**config.mk**
```make
export PLATFORM = sky130hd
export DESIGN_NAME = angle_tracking_unit_flat
export DESIGN_NICKNAME = d
export VERILOG_FILES = /design/src/rtl/atu_pkg.sv /design/src/rtl/atu_if.sv /design/src/rtl/quad_input_filter.sv /design/src/rtl/angle_tracking_unit.sv /design/src/flat_wrapper.sv
export SDC_FILE = /design/constraint.sdc
export NUM_CORES = 1
export LEC_CHECK = 0
export CAP_MARGIN = 10
export CELL_PAD_IN_SITES_DETAIL_PLACEMENT = 1
export CELL_PAD_IN_SITES_GLOBAL_PLACEMENT = 1
export CORE_ASPECT_RATIO = 0.8
export CORE_MARGIN = 8
export CORE_UTILIZATION = 39
export DETAILED_ROUTE_END_ITERATION = 6
export GPL_TIMING_DRIVEN = 1
export PLACE_DENSITY = 0.75
export SYNTH_ARGS = -nofsm -noshare
export SYNTH_HDL_FRONTEND = slang
export SYNTH_HIERARCHICAL = 1
export SYNTH_SLANG_ARGS = --single-unit
```
**constraint.sdc**
```tcl
create_clock -name clk -period 2.9 [get_ports clk]
set_clock_uncertainty 0.2 [all_clocks]
set_input_delay 0.58 -clock clk [delete_from_list [all_inputs] [get_ports clk]]
set_output_delay 0.58 -clock clk [all_outputs]
set_load 0.005 [all_outputs]
```
**src/rtl/atu_pkg.sv**
```systemverilog
// Shared types and helpers for the angle tracking unit: FSM states, default
// resolution and the quadrature step decoder.
package atu_pkg;

    typedef enum logic [1:0] {
        UNHOMED  = 2'd0,
        ZEROING  = 2'd1,
        TRACKING = 2'd2
    } atu_state_t;

    localparam int ATU_COUNTS_PER_REV = 1006;

    typedef struct packed {
        logic signed [1:0] dir;
        logic              illegal;
    } step_t;

    // Position of an {A,B} pair along the clockwise Gray cycle 00->01->11->10.
    function automatic logic [1:0] gray_idx(input logic [1:0] ab);
        logic [1:0] idx;
        case (ab)
            2'b00:   idx = 2'd0;
            2'b01:   idx = 2'd1;
            2'b11:   idx = 2'd2;
            default: idx = 2'd3;
        endcase
        return idx;
    endfunction

    function automatic step_t step_dir(input logic [1:0] prev, input logic [1:0] curr);
        step_t      res;
        logic [1:0] delta;
        delta       = gray_idx(curr) - gray_idx(prev);
        res.dir     = 2'sd0;
        res.illegal = 1'b0;
        case (delta)
            2'd1:    res.dir     = 2'sb01;
            2'd3:    res.dir     = 2'sb11;
            2'd2:    res.illegal = 1'b1;
            default: res.dir     = 2'sd0;
        endcase
        return res;
    endfunction

endpackage

```
**src/rtl/atu_if.sv**
```systemverilog
// Controller-facing bundle of the angle tracking unit: encoder inputs, home and
// monitor requests, and the reported angle/status.
interface atu_if #(
    parameter int ANGLE_W = 12
);
    logic               enc_a;
    logic               enc_b;
    logic               atu_reset;
    logic               atu_monitor;
    logic [ANGLE_W-1:0] current_angle;
    logic               angle_valid;
    logic               clockwise;
    logic               count_strobe;
    logic               quad_error;

    modport master (
        output enc_a, enc_b, atu_reset, atu_monitor,
        input  current_angle, angle_valid, clockwise, count_strobe, quad_error
    );

    modport slave (
        input  enc_a, enc_b, atu_reset, atu_monitor,
        output current_angle, angle_valid, clockwise, count_strobe, quad_error
    );
endinterface

```
**src/rtl/quad_input_filter.sv**
```systemverilog
// Per-channel encoder input conditioning: synchroniser chain followed by a
// stability counter that only lets a level through once it has held long enough.
module quad_input_filter #(
    parameter int SYNC_STAGES = 2,
    parameter int FILTER_LEN  = 4
) (
    input  logic clk,
    input  logic reset,
    input  logic i_raw,
    output logic o_filt
);
    localparam int CNT_W = (FILTER_LEN > 1) ? $clog2(FILTER_LEN) : 1;
    localparam logic [CNT_W-1:0] CNT_LAST = CNT_W'(FILTER_LEN - 1);

    logic [SYNC_STAGES-1:0] r_sync;
    logic [CNT_W-1:0]       r_cnt;
    logic                   r_filt;
    logic                   w_sync;

    assign w_sync = r_sync[SYNC_STAGES-1];
    assign o_filt = r_filt;

    // The new level is accepted on the FILTER_LEN-th consecutive cycle of disagreement.
    always_ff @(posedge clk or posedge reset) begin
        if (reset) begin
            r_sync <= '0;
            r_cnt  <= '0;
            r_filt <= 1'b0;
        end else begin
            r_sync <= {r_sync[SYNC_STAGES-2:0], i_raw};
            if (w_sync == r_filt) begin
                r_cnt <= '0;
            end else if (r_cnt == CNT_LAST) begin
                r_filt <= w_sync;
                r_cnt  <= '0;
            end else begin
                r_cnt <= r_cnt + 1'b1;
            end
        end
    end

endmodule

```
**src/rtl/angle_tracking_unit.sv**
```systemverilog
// Quadrature decoder: filtered A/B pair -> wrapped angle count with homing FSM.
// state    | meaning
// UNHOMED  | angle not referenced; steps still counted, angle_valid=0
// ZEROING  | home request active; angle and quad_error forced to 0
// TRACKING | referenced; angle_valid follows atu_monitor
module angle_tracking_unit
    import atu_pkg::*;
#(
    parameter int COUNTS_PER_REV = ATU_COUNTS_PER_REV,
    parameter int ANGLE_W        = 12,
    parameter int SYNC_STAGES    = 2,
    parameter int FILTER_LEN     = 4
) (
    input logic   clk,
    input logic   reset,
    atu_if.slave  bus
);
    localparam logic [ANGLE_W-1:0] MAX_ANGLE = ANGLE_W'(COUNTS_PER_REV - 1);

    atu_state_t         r_state;
    atu_state_t         w_state_next;
    logic               w_filt_a;
    logic               w_filt_b;
    logic [1:0]         w_curr;
    logic [1:0]         r_prev;
    step_t              w_step;
    logic [ANGLE_W-1:0] r_angle;
    logic [ANGLE_W-1:0] w_angle_next;
    logic               r_cw;
    logic               w_cw_next;
    logic               r_strobe;
    logic               r_err;
    logic               w_err_next;

    quad_input_filter #(
        .SYNC_STAGES (SYNC_STAGES),
        .FILTER_LEN  (FILTER_LEN)
    ) u_filt_a (
        .clk    (clk),
        .reset  (reset),
        .i_raw  (bus.enc_a),
        .o_filt (w_filt_a)
    );

    quad_input_filter #(
        .SYNC_STAGES (SYNC_STAGES),
        .FILTER_LEN  (FILTER_LEN)
    ) u_filt_b (
        .clk    (clk),
        .reset  (reset),
        .i_raw  (bus.enc_b),
        .o_filt (w_filt_b)
    );

    assign w_curr = {w_filt_a, w_filt_b};
    assign w_step = step_dir(r_prev, w_curr);

    always_ff @(posedge clk or posedge reset) begin
        if (reset) begin
            r_state <= UNHOMED;
        end else begin
            r_state <= w_state_next;
        end
    end

    always_comb begin
        w_state_next = r_state;
        case (r_state)
            UNHOMED: begin
                if (bus.atu_reset) w_state_next = ZEROING;
            end
            ZEROING: begin
                if (!bus.atu_reset) w_state_next = TRACKING;
            end
            TRACKING: begin
                if (bus.atu_reset)          w_state_next = ZEROING;
                else if (w_step.illegal)    w_state_next = UNHOMED;
            end
            default: w_state_next = UNHOMED;
        endcase
    end

    // Priority: home request, then illegal transition, then a normal step.
    always_comb begin
        w_angle_next = r_angle;
        w_cw_next    = r_cw;
        w_err_next   = r_err;
        if (r_state == ZEROING) begin
            w_angle_next = '0;
            w_err_next   = 1'b0;
        end else if (!bus.atu_reset) begin
            if (w_step.illegal) begin
                w_err_next = 1'b1;
            end else if (bus.atu_monitor && (w_step.dir != 2'sd0)) begin
                if (w_step.dir == 2'sb01) begin
                    w_cw_next    = 1'b1;
                    w_angle_next = (r_angle == MAX_ANGLE) ? '0 : r_angle + 1'b1;
                end else begin
                    w_cw_next    = 1'b0;
                    w_angle_next = (r_angle == '0) ? MAX_ANGLE : r_angle - 1'b1;
                end
            end
        end
    end

    // prev follows the filtered pair unconditionally so re-enabling never replays old motion.
    always_ff @(posedge clk or posedge reset) begin
        if (reset) begin
            r_prev   <= 2'b00;
            r_angle  <= '0;
            r_cw     <= 1'b0;
            r_strobe <= 1'b0;
            r_err    <= 1'b0;
        end else begin
            r_prev   <= w_curr;
            r_angle  <= w_angle_next;
            r_cw     <= w_cw_next;
            r_strobe <= (w_angle_next != r_angle);
            r_err    <= w_err_next;
        end
    end

    assign bus.current_angle = r_angle;
    assign bus.angle_valid   = (r_state == TRACKING) && bus.atu_monitor;
    assign bus.clockwise     = r_cw;
    assign bus.count_strobe  = r_strobe;
    assign bus.quad_error    = r_err;

endmodule
```
**src/flat_wrapper.sv**
```systemverilog
// flat-port wrapper written by rule: the top's interface ports become plain ports
module angle_tracking_unit_flat import atu_pkg::*;
#(
    parameter int COUNTS_PER_REV = ATU_COUNTS_PER_REV,
    parameter int ANGLE_W        = 12,
    parameter int SYNC_STAGES    = 2,
    parameter int FILTER_LEN     = 4
)
  (clk, reset, bus_enc_a, bus_enc_b, bus_atu_reset, bus_atu_monitor, bus_current_angle, bus_angle_valid, bus_clockwise, bus_count_strobe, bus_quad_error);
  atu_if #(.ANGLE_W(ANGLE_W)) bus_i ();
  input logic clk;
  input logic reset;
  input wire logic [$bits(bus_i.enc_a)-1:0] bus_enc_a;
  input wire logic [$bits(bus_i.enc_b)-1:0] bus_enc_b;
  input wire logic [$bits(bus_i.atu_reset)-1:0] bus_atu_reset;
  input wire logic [$bits(bus_i.atu_monitor)-1:0] bus_atu_monitor;
  output wire logic [$bits(bus_i.current_angle)-1:0] bus_current_angle;
  output wire logic [$bits(bus_i.angle_valid)-1:0] bus_angle_valid;
  output wire logic [$bits(bus_i.clockwise)-1:0] bus_clockwise;
  output wire logic [$bits(bus_i.count_strobe)-1:0] bus_count_strobe;
  output wire logic [$bits(bus_i.quad_error)-1:0] bus_quad_error;
  assign bus_i.enc_a = bus_enc_a;
  assign bus_i.enc_b = bus_enc_b;
  assign bus_i.atu_reset = bus_atu_reset;
  assign bus_i.atu_monitor = bus_atu_monitor;
  assign bus_current_angle = bus_i.current_angle;
  assign bus_angle_valid = bus_i.angle_valid;
  assign bus_clockwise = bus_i.clockwise;
  assign bus_count_strobe = bus_i.count_strobe;
  assign bus_quad_error = bus_i.quad_error;
  angle_tracking_unit #(.COUNTS_PER_REV(COUNTS_PER_REV), .ANGLE_W(ANGLE_W), .SYNC_STAGES(SYNC_STAGES), .FILTER_LEN(FILTER_LEN)) u_core (.clk(clk), .reset(reset), .bus(bus_i));
endmodule
```
# Word level (Yosys, flattened, before mapping)
# Index checks and enable logic that the tools add are counted.
[classes] n_addsub=5 eq_ne=20 mux=24 n_bitwise=5 n_reduce_logical=13
[op_table] cell="12-bit two-way mux" count=7
[op_table] cell="2-bit one-hot mux with 3 select lines" count=3
[op_table] cell="2-bit == test (second input constant)" count=8
[op_table] cell="2-bit two-way mux" count=8
[op_table] cell="12-bit by 1-bit adder with 12-bit output (second input constant)" count=1
[op_table] cell="12-bit by 10-bit == test with 1-bit output (second input constant)" count=1
[op_table] cell="12-bit logical NOT" count=1
[op_table] cell="12-bit inequality test" count=1
[op_table] cell="12-bit by 1-bit subtractor with 12-bit output (second input constant)" count=1
[op_table] cell="2-bit by 1-bit == test with 1-bit output (second input constant)" count=4
[op_table] cell="2-bit logical NOT" count=3
[op_table] cell="2-bit AND reduction" count=3
[op_table] cell="1-bit two-way mux" count=5
[op_table] cell="1-bit inverter" count=5
[op_table] cell="2-bit by 1-bit adder with 2-bit output (second input constant)" count=2
[op_table] cell="2-bit inequality test (second input constant)" count=2
[op_table] cell="2-bit one-hot mux with 2 select lines" count=1
[op_table] cell="4-bit AND reduction" count=1
[op_table] cell="2-bit nonzero test" count=2
[op_table] cell="3-bit by 2-bit inequality test with 1-bit output (second input constant)" count=1
[op_table] cell="3-bit AND reduction" count=1
[op_table] cell="1-bit == test" count=2
[op_table] cell="1-bit logical AND" count=2
[op_table] cell="2-bit by 1-bit inequality test with 1-bit output (second input constant)" count=1
[op_table] cell="2-bit subtractor" count=1
[word_totals] regBits=29 input_bits=6 elab_cells=79

# Depth between registers and ports, before layout
# Gate-level depths: netlist of run 1.
[depth] depth_word=12 ltp_mapped=11

# Cells and area by module
# Netlist of run 1, hierarchy kept.
[modules_own_cells] module="angle_tracking_unit" instances=1 cells_per_inst=196 area_each_um2=1596.5 seq_area_each_um2=475.5
[modules_own_cells] module="quad_input_filter" instances=2 cells_per_inst=11 area_each_um2=177.7 seq_area_each_um2=125.1

# Worst setup path before layout of run 1
# No wires, ideal clock.
[synth_path] kind="register to register" start="reg u_core.u_filt_a.r_filt (netlist: u_core/u_filt_a/o_filt)" end="reg u_core.r_angle[7] (netlist: u_core/bus.current_angle[7])" arrival_time_ns=2.423 required_ns=2.618 setup_slack_ns=0.195 stages_incl_launch_ff=8 cell_sequence="dfrtp_1 ha_1 ha_1 xor3_2 or3_1 clkbuf_2 or4_1 a31oi_1"
[synth_via] elab_chain_cells=11
[synth_lines] item="start: declaration" line_no="quad_input_filter.sv:17" source="logic r_filt;"
[synth_lines] item="start signal: assignment" line_no="quad_input_filter.sv:34" source="r_filt <= w_sync;"
[synth_lines] item="2-bit == test, or another cell as far along" line_no="atu_pkg.sv:21" source="case (ab)"
[synth_lines] item="2-bit one-hot mux with 3 select lines (*)" line_no="atu_pkg.sv:21"
[synth_lines] item="2-bit subtractor (*)" line_no="atu_pkg.sv:33" source="delta = gray_idx(curr) - gray_idx(prev);"
[synth_lines] item="2-bit == test or 2-bit by 1-bit == test with 1-bit output (tied branches)" line_no="atu_pkg.sv:36" source="case (delta)"
[synth_lines] item="2-bit one-hot mux with 2 select lines" line_no="atu_pkg.sv:36"
[synth_lines] item="2-bit == test or 2-bit nonzero test (tied branches)" line_no="angle_tracking_unit.sv:95, angle_tracking_unit.sv:94"
[synth_lines] item="12-bit two-way mux or 1-bit logical AND (tied branches)" line_no="angle_tracking_unit.sv:95, angle_tracking_unit.sv:94"
[synth_lines] item="12-bit two-way mux" line_no="angle_tracking_unit.sv:94" source="end else if (bus.atu_monitor && (w_step.dir != 2'sd0)) begin"
[synth_lines] item="12-bit two-way mux (*)" line_no="angle_tracking_unit.sv:92" source="if (w_step.illegal) begin"
[synth_lines] item="12-bit two-way mux (*)" line_no="angle_tracking_unit.sv:91" source="end else if (!bus.atu_reset) begin"
[synth_lines] item="12-bit two-way mux (*)" line_no="angle_tracking_unit.sv:88" source="if (r_state == ZEROING) begin"
[synth_lines] item="net u_core.w_angle_next[7]" line_no="angle_tracking_unit.sv:28" source="logic [ANGLE_W-1:0] w_angle_next;"
[synth_lines] item="end signal: assignment" line_no="angle_tracking_unit.sv:116" source="r_angle <= w_angle_next;"
[synth_lines] item="end: declaration" line_no="angle_tracking_unit.sv:27" source="logic [ANGLE_W-1:0] r_angle;"
# Mark *: on every way through the listed nets, which the timed path passes. The rest lies on a longest branch.
# A chain may end at the register's enable or synchronous reset.

# Worst setup path after layout of run 1
[layout_path] start="reg u_core.r_prev[0]" end="reg u_core.r_angle[7] (netlist: u_core/bus.current_angle[7])"
[layout_via] elab_chain_cells=11
[layout_lines] item="start: declaration" line_no="angle_tracking_unit.sv:25" source="logic [1:0] r_prev;"
[layout_lines] item="start signal: assignment" line_no="angle_tracking_unit.sv:115" source="r_prev <= w_curr;"
[layout_lines] item="2-bit == test, or another cell as far along" line_no="atu_pkg.sv:21"
[layout_lines] item="2-bit one-hot mux with 3 select lines (*)" line_no="atu_pkg.sv:21"
[layout_lines] item="2-bit subtractor (*)" line_no="atu_pkg.sv:33"
[layout_lines] item="2-bit == test or 2-bit by 1-bit == test with 1-bit output (tied branches)" line_no="atu_pkg.sv:36"
[layout_lines] item="2-bit one-hot mux with 2 select lines" line_no="atu_pkg.sv:36"
[layout_lines] item="2-bit == test or 2-bit nonzero test (tied branches)" line_no="angle_tracking_unit.sv:95, angle_tracking_unit.sv:94"
[layout_lines] item="12-bit two-way mux or 1-bit logical AND (tied branches)" line_no="angle_tracking_unit.sv:95, angle_tracking_unit.sv:94"
[layout_lines] item="12-bit two-way mux" line_no="angle_tracking_unit.sv:94"
[layout_lines] item="12-bit two-way mux (*)" line_no="angle_tracking_unit.sv:92"
[layout_lines] item="12-bit two-way mux (*)" line_no="angle_tracking_unit.sv:91"
[layout_lines] item="12-bit two-way mux (*)" line_no="angle_tracking_unit.sv:88"
[layout_lines] item="net u_core.w_angle_next[7]" line_no="angle_tracking_unit.sv:28"
# Marks and branches as above.

==> flow_summary.json, run 1 <==
{
  "placed_area_sq_mm": 0.00226,
  "wl_um": 6130,
  "clk_pin_slew_ns": 0.07,
  "end_kind": "flip-flop",
  "yosys_warnings": 6,
  "synthCells": 218,
  "clk_latency_ns": 0.28,
  "hold_viol": 0,
  "rr_startpoint": "u_core/r_prev[0]",
  "netlist_area_sq_mm": 0.00195,
  "slowest_delay_ns": 0.51,
  "num_antenna_cells": 0,
  "syn_nets": 235,
  "area_growth_pct": 20.4,
  "avgRoutedWirePerCell_um": 19.7,
  "cts.path.max_buffers": 2,
  "crit_end": "u_core/bus.current_angle[7]",
  "finalCritPeriodShare_pct": 96.1,
  "critical_path_class": "flip-flop to flip-flop",
  "setup_viol": 0,
  "numCtsBuffers": 5,
  "rows": 23,
  "ys_seq_area_share_pct": 37.2,
  "cp.required_ns": 2.90,
  "fin_area_sq_mm": 0.00235,
  "via_count": 1854,
  "h-tree-depth": 2,
  "outcome": "complete, no violations",
  "core_region_area_sq_mm": 0.00492,
  "dp_hpwl_um": 4550,
  "fmax_mhz": 359,
  "grt_pass1_wl_um": 10100,
  "start_util_pct": 39.7,
  "critPathArrivalTime_ns": 2.78,
  "antenna_found_initial": 0,
  "crit_chain": "inv_1 > ha_1 > inv_1 > ha_1 > xor3_2 > or3_1 > or4_1 > a31oi_1",
  "pin_count": 22,
  "slew_headroom_pct": 44.6,
  "r2r-end": "u_core/bus.current_angle[7]",
  "drc": 0,
  "vias_per_cell": 5.96,
  "grt_pass1_vias": 1911,
  "grt_max_degree": 20,
  "cp_slowest_cell": "xor3_2",
  "die_w_um": 95.1,
  "dr.pass1.iters": 4,
  "finalNetCount": 265,
  "hold_path.class": "flip-flop to flip-flop",
  "drt_iter0_markers": 100,
  "io_buffers": 21,
  "avgSynthCellArea_sq_um": 8.95,
  "rsz0062_at_grt": "yes",
  "r2r_cells": 8,
  "cts_setup_buffers": 0,
  "critical_path_buf_inv_count": 2,
  "r2r_slack_ns": 0.11,
  "cts_tree": "yes",
  "clock_sinks": 29,
  "finalMaxSlewViolations": 0,
  "grt_usage_pct": 17.1,
  "crit_fanout": 7,
  "ctsResizeCount": 0,
  "crit_start": "u_core/r_prev[0]",
  "critical_path.top_delay_family": "simple AND/OR/NAND/NOR gates",
  "cp.depth": 8,
  "cts_hold_buf": 0,
  "worst_pin_slew_ns": 0.830,
  "clockRootBuffer": "clkbuf_8",
  "drtAntennaViolNets": 0,
  "maxCapViolCount": 0,
  "die-area_sq_mm": 0.00754,
  "layout-drive-gt1-share_pct": 14.1,
  "min_period_ns": 2.79,
  "fp.dieH_um": 79.3,
  "startpoint_type": "flip-flop",
  "ys_ff_latch": 29,
  "gp_congestion": 0.931,
  "ys_types": 50,
  "globalRouteOverflowTotal": 0
}
## final cells by class
class | instances | area (sq um)
Clock buffer | 6 | 72.6
Clock inverter | 2 | 10.0
Fill cell | 599 | 2570
Inverter | 11 | 41.3
Multi-Input combinational cell | 166 | 1110
Sequential cell | 29 | 726
Tap cell | 62 | 77.6
Timing Repair Buffer | 35 | 315
## metal layers
| layer | GRT usage, % | vias to the layer above | share of wire, % |
|---|---|---|---|
| met1 | 23.5 | 908 | 45 |
| met4 | 6.38 | 0 | 2.1 |
| met2 | 25.8 | 78 | 46 |
| li1 | - | 853 | - |
| met5 | 0 | - | 0 |
| met3 | 3.48 | 15 | 7.4 |
## worst min path at each step
| stage | from | to | slack [ns] | depth (start not counted) |
|---|---|---|---|---|
| after CTS | u_core/u_filt_a/r_sync[0] | u_core/u_filt_a/r_sync[1] | 0.17 | 0 |
| after floorplan | u_core/u_filt_a/r_sync[0] | u_core/u_filt_a/r_sync[1] | 0.13 | 0 |
| final | u_core/u_filt_a/r_sync[0] | u_core/u_filt_a/r_sync[1] | 0.16 | 0 |
| after detailed placement | u_core/u_filt_a/r_sync[0] | u_core/u_filt_a/r_sync[1] | 0.15 | 0 |
| after global routing | u_core/u_filt_a/r_sync[0] | u_core/u_filt_a/r_sync[1] | 0.17 | 0 |
| after global placement | u_core/u_filt_a/r_sync[0] | u_core/u_filt_a/r_sync[1] | 0.13 | 0 |
## placed cells by master, fill, tap and decap left out, types with 8 or more instances in the layout
master           instances
nand3_1                  9
nor2_1                  15
o21ai_0                 13
a21oi_1                 16
clkdlybuf4s50_1         21
nor3_1                   8
ha_1                    11
dfrtp_1                 29
inv_1                   11
buf_4                   14
nand2_1                 21
## synthesized netlist by cell type (all sizes together)
cell         count  area share [%]
o21bai           1            0.38
a21oi           16             4.1
o21a             2            0.77
nand3b           3             1.2
a21boi           1            0.38
mux2             2             1.2
and4             1            0.45
o41ai            2            0.90
dfrtp           29              37
a311oi           1            0.45
a221oi           1            0.45
xor3             1             1.3
nor4             5             2.2
o22ai            1            0.32
a2bb2oi          1            0.45
o21ai           13             3.3
nor3            11             3.6
o2111ai          2            0.90
clkbuf           8             2.6
buf              3             1.3
a31oi            5             1.6
and3             4             1.3
nor2            16             3.1
nand2           21             4.0
nand3           10             2.6
a2111oi          1            0.45
a211oi           3             1.2
xor2             1            0.45
o32ai            1            0.45
o2bb2ai          1            0.45
nand4b           1            0.45
or2b             1            0.38
dlygate4sd1      1            0.45
nand2b           3            0.96
and3b            1            0.45
or3              5             1.6
and2b            2            0.90
nor2b            3            0.96
xnor3            1             1.3
or4b             1            0.51
ha              11             7.1
nand4            4             1.3
inv             11             2.1
or4              2            0.77
xnor2            4             1.8
## registers in the layout, summed over array words and instances (netlist names)
register,cells
u_core/bus.current_angle,12
u_core/r_prev,2
u_core/r_state,2
u_core/u_filt_a/r_cnt,2
u_core/u_filt_a/r_sync,2
u_core/u_filt_b/r_cnt,2
u_core/u_filt_b/r_sync,2
u_core/bus.clockwise,1
u_core/bus.count_strobe,1
u_core/bus.quad_error,1
u_core/u_filt_a/o_filt,1
u_core/u_filt_b/o_filt,1
## cells by family after synthesis
| group | synth area share (%) |
|---|---|
| flops | 37.2 |
| xor+xnor | 4.87 |
| simple gates | 26.7 |
| mux | 1.15 |
| fa+ha+maj | 7.05 |
| compound gates | 16.5 |
| buf+inv | 6.54 |
## stage by stage
stage                     cells  util [%]  setup slack, ns  hold WS, ns   TNS (ns)
after floorplan             218         -            0.195        0.131          0
after global placement      303      45.9            0.245        0.132          0
after detailed placement    303      45.9            0.153        0.154          0
after CTS                   311      47.6            0.141        0.166          0
after global routing        311      47.7        -0.000177        0.167  -0.000177
final                       311      47.7            0.113        0.159          0
Power of run 1 is not shown: default switching activity piles up to over one toggle a cycle in this logic, so the estimate is an artifact.
==> run 2, diff against run 1 <==
--- a/config.mk
+++ b/config.mk
@@ -5,15 +5,17 @@
 export SDC_FILE = /design/constraint.sdc
 export NUM_CORES = 1
 export LEC_CHECK = 0
+export ABC_AREA = 1
 export CAP_MARGIN = 10
 export CELL_PAD_IN_SITES_DETAIL_PLACEMENT = 1
 export CELL_PAD_IN_SITES_GLOBAL_PLACEMENT = 1
 export CORE_ASPECT_RATIO = 0.8
 export CORE_MARGIN = 8
-export CORE_UTILIZATION = 39
+export CORE_UTILIZATION = 36
 export DETAILED_ROUTE_END_ITERATION = 6
 export GPL_TIMING_DRIVEN = 1
-export PLACE_DENSITY = 0.75
+export PLACE_DENSITY_LB_ADDON = 0.1
+export SLEW_MARGIN = 20
 export SYNTH_ARGS = -nofsm -noshare
 export SYNTH_HDL_FRONTEND = slang
 export SYNTH_HIERARCHICAL = 1
==> flow_summary.json, run 2 <==
{
  "die_w_um": 107,
  "netlist_top_cells_count": "nand2_1, nand3_1, inv_1",
  "fin_setup_tns_ns": 0,
  "rows": 26,
  "pre_cts_slack_ns": 0.0119,
  "synth_edf_count": 0,
  "yosys_warnings": 6,
  "worst_pin_slew_ns": 0.786,
  "h-tree-depth": 2,
  "outcome": "complete, no violations",
  "yosysMostFrequentCell": "nand2_1",
  "layout-drive-gt1-share_pct": 10.8,
  "end_kind": "flip-flop",
  "globalRouteOverflowTotal": 0,
  "synthArstFlopShare_pct": 100,
  "seqCellArea_sq_um": 727,
  "core_region_area_sq_mm": 0.00641,
  "final_cell_mix": "nand2_1, nand3_1, inv_1",
  "ys_ff_latch": 29,
  "hold_viol": 0,
  "dr.pass1.iters": 4,
  "min_period_ns": 2.67,
  "critical_path_class": "flip-flop to flip-flop",
  "antenna_found_initial": 0,
  "clk_pin_slew_ns": 0.07,
  "avgRoutedWirePerCell_um": 15.1,
  "pin_count": 22,
  "setup_viol": 0,
  "area_growth_pct": 19.1,
  "ys_seq_area_share_pct": 30.4,
  "drt_iter0_markers": 142,
  "cts_tree": "yes",
  "clockRootBuffer": "clkbuf_8",
  "worst_slack_ns": 0.229,
  "fmax_mhz": 374,
  "wl_um": 7570,
  "via_count": 2478,
  "critical_path_buf_inv_count": 1,
  "crit_chain": "ha_1 > ha_1 > nor2_4 > nand2_1 > buf_4 > a21oi_1 > nand2_1 > nand2_1 > nand2_1 > nand2_1 > nand3_1 > nor3_2 > nand3_1",
  "critical_path.top_delay_family": "simple AND/OR/NAND/NOR gates",
  "synthFlopType": "dfrtp_1",
  "drtAntennaViolNets": 0,
  "dp_hpwl_um": 6090,
  "cts.path.max_buffers": 2,
  "vias_per_cell": 4.94,
  "largest_reg_flops": 12,
  "rsz0062_at_grt": "no",
  "timing.critical_path.mode_cell": "nand2_1",
  "die-area_sq_mm": 0.00950,
  "netlist_area_sq_mm": 0.00238,
  "finalMaxSlewViolations": 0,
  "start_util_pct": 37.2,
  "multiInputGateArea_sq_mm": 0.00138,
  "ys_types": 26,
  "grt_usage_pct": 17.1,
  "grt_pass1_vias": 2578,
  "yosysTopAreaCell": "dfrtp_1",
  "num_antenna_cells": 0,
  "avgSynthCellArea_sq_um": 6.11,
  "finalCritPeriodShare_pct": 92.1,
  "hold_ws_ns": 0.159,
  "io_buffers": 21,
  "maxCapViolCount": 0,
  "finalNetCount": 434,
  "yosysTopAreaCellShare_pct": 30.4,
  "cp.required_ns": 2.87,
  "numCtsBuffers": 5,
  "startpoint_type": "flip-flop",
  "drc": 0,
  "synthCells": 390,
  "clock_sinks": 29,
  "slowest_delay_ns": 0.44,
  "crit_fanout": 13,
  "hold_path.class": "flip-flop to flip-flop",
  "yosys-top-cells-area": "dfrtp_1, nand2_1, nand3_1, inv_1, nor2_1",
  "fillers": 860,
  "grt_max_degree": 20,
  "syn_nets": 407,
  "gp_congestion": 0.856,
  "mostFrequentLayoutCell": "nand2_1",
  "cp_slowest_cell": "dfrtp_2",
  "fp.dieH_um": 88.8,
  "grt_pass1_wl_um": 12800,
  "slew_headroom_pct": 47.5,
  "critPathArrivalTime_ns": 2.64,
  "clk_latency_ns": 0.29,
  "cts_hold_buf": 0
}
==> run 2: cell type report <==
class                      instances  area share (%)
timing repair buffer              29            9.52
clock buffer                       6            2.91
clock inverter                     2            1.32
inverter                          62            8.25
multi-input combinational        290            48.7
tap                               84            3.70
sequential                        29            25.6
==> run 2: kinds of logic (layout without fill, tap and decap cells) <==
group | count (synthesis) | count (layout) | synth area share [%]
DFF | 29 | 29 | 30.4
xor gates and xnor gates | 2 | 2 | 0.735
buffers and inverters | 71 | 99 | 12.1
adders and majority gates | 11 | 11 | 5.77
and+or+nand+nor | 256 | 256 | 46.4
AOI/OAI and AO/OA | 21 | 21 | 4.51
==> run 2: worst paths after layout <==
check,start,endpoint,slack (ns),cells after the start
max,u_core/u_filt_a/o_filt,u_core/bus.count_strobe,0.23,13
min reg2reg,u_core/u_filt_a/r_sync[0],u_core/u_filt_a/r_sync[1],0.16,0
max in group asynchronous,reset,u_core/bus.current_angle[9],1.41,2
min in group asynchronous,reset,u_core/u_filt_b/r_cnt[0],0.35,2
min,u_core/u_filt_a/r_sync[0],u_core/u_filt_a/r_sync[1],0.16,0
max reg2reg,u_core/u_filt_a/o_filt,u_core/bus.count_strobe,0.23,13
==> run 2: what timing repair did <==
item                                    in CTS  in global routing
endpoints found under the setup margin       0                  1
gates resized for setup                      0                  4
buffers inserted                             0                  1
==> run 2: per-stage QoR <==
step           util (%)  cells  instance area, sq um
2_1_floorplan         -    390                  2380
3_3_place_gp       42.1    493                  2700
6_report           44.3    502                  2840
5_1_grt            44.3    502                  2840
4_1_cts            43.9    501                  2820
3_5_place_dp       42.1    493                  2700
==> run 2: routing by layer <==
| layer | global-route usage (%) | share of wire [%] | wire length, um | up-vias |
|---|---|---|---|---|
| li1 | - | - | - | 1259 |
| met1 | 24.5 | 54 | 4060 | 1167 |
| met2 | 25.6 | 41 | 3100 | 46 |
| met3 | 2.55 | 4.5 | 342 | 6 |
| met4 | 4.71 | 1.0 | 76 | 0 |
| met5 | 0 | 0 | 0 | - |
==> run 2: worst reg2reg max path, delay by kind of cell, from the launching register on <==
family	cells	cell delay, ns
AND/OR/NAND/NOR	9	0.92
adder cells (fa/ha/maj)	2	0.67
flip-flops	1	0.44
buffers and inverters	1	0.20
AO/OA/AOI/OAI	1	0.13
Power of run 2 is left out for the same reason.
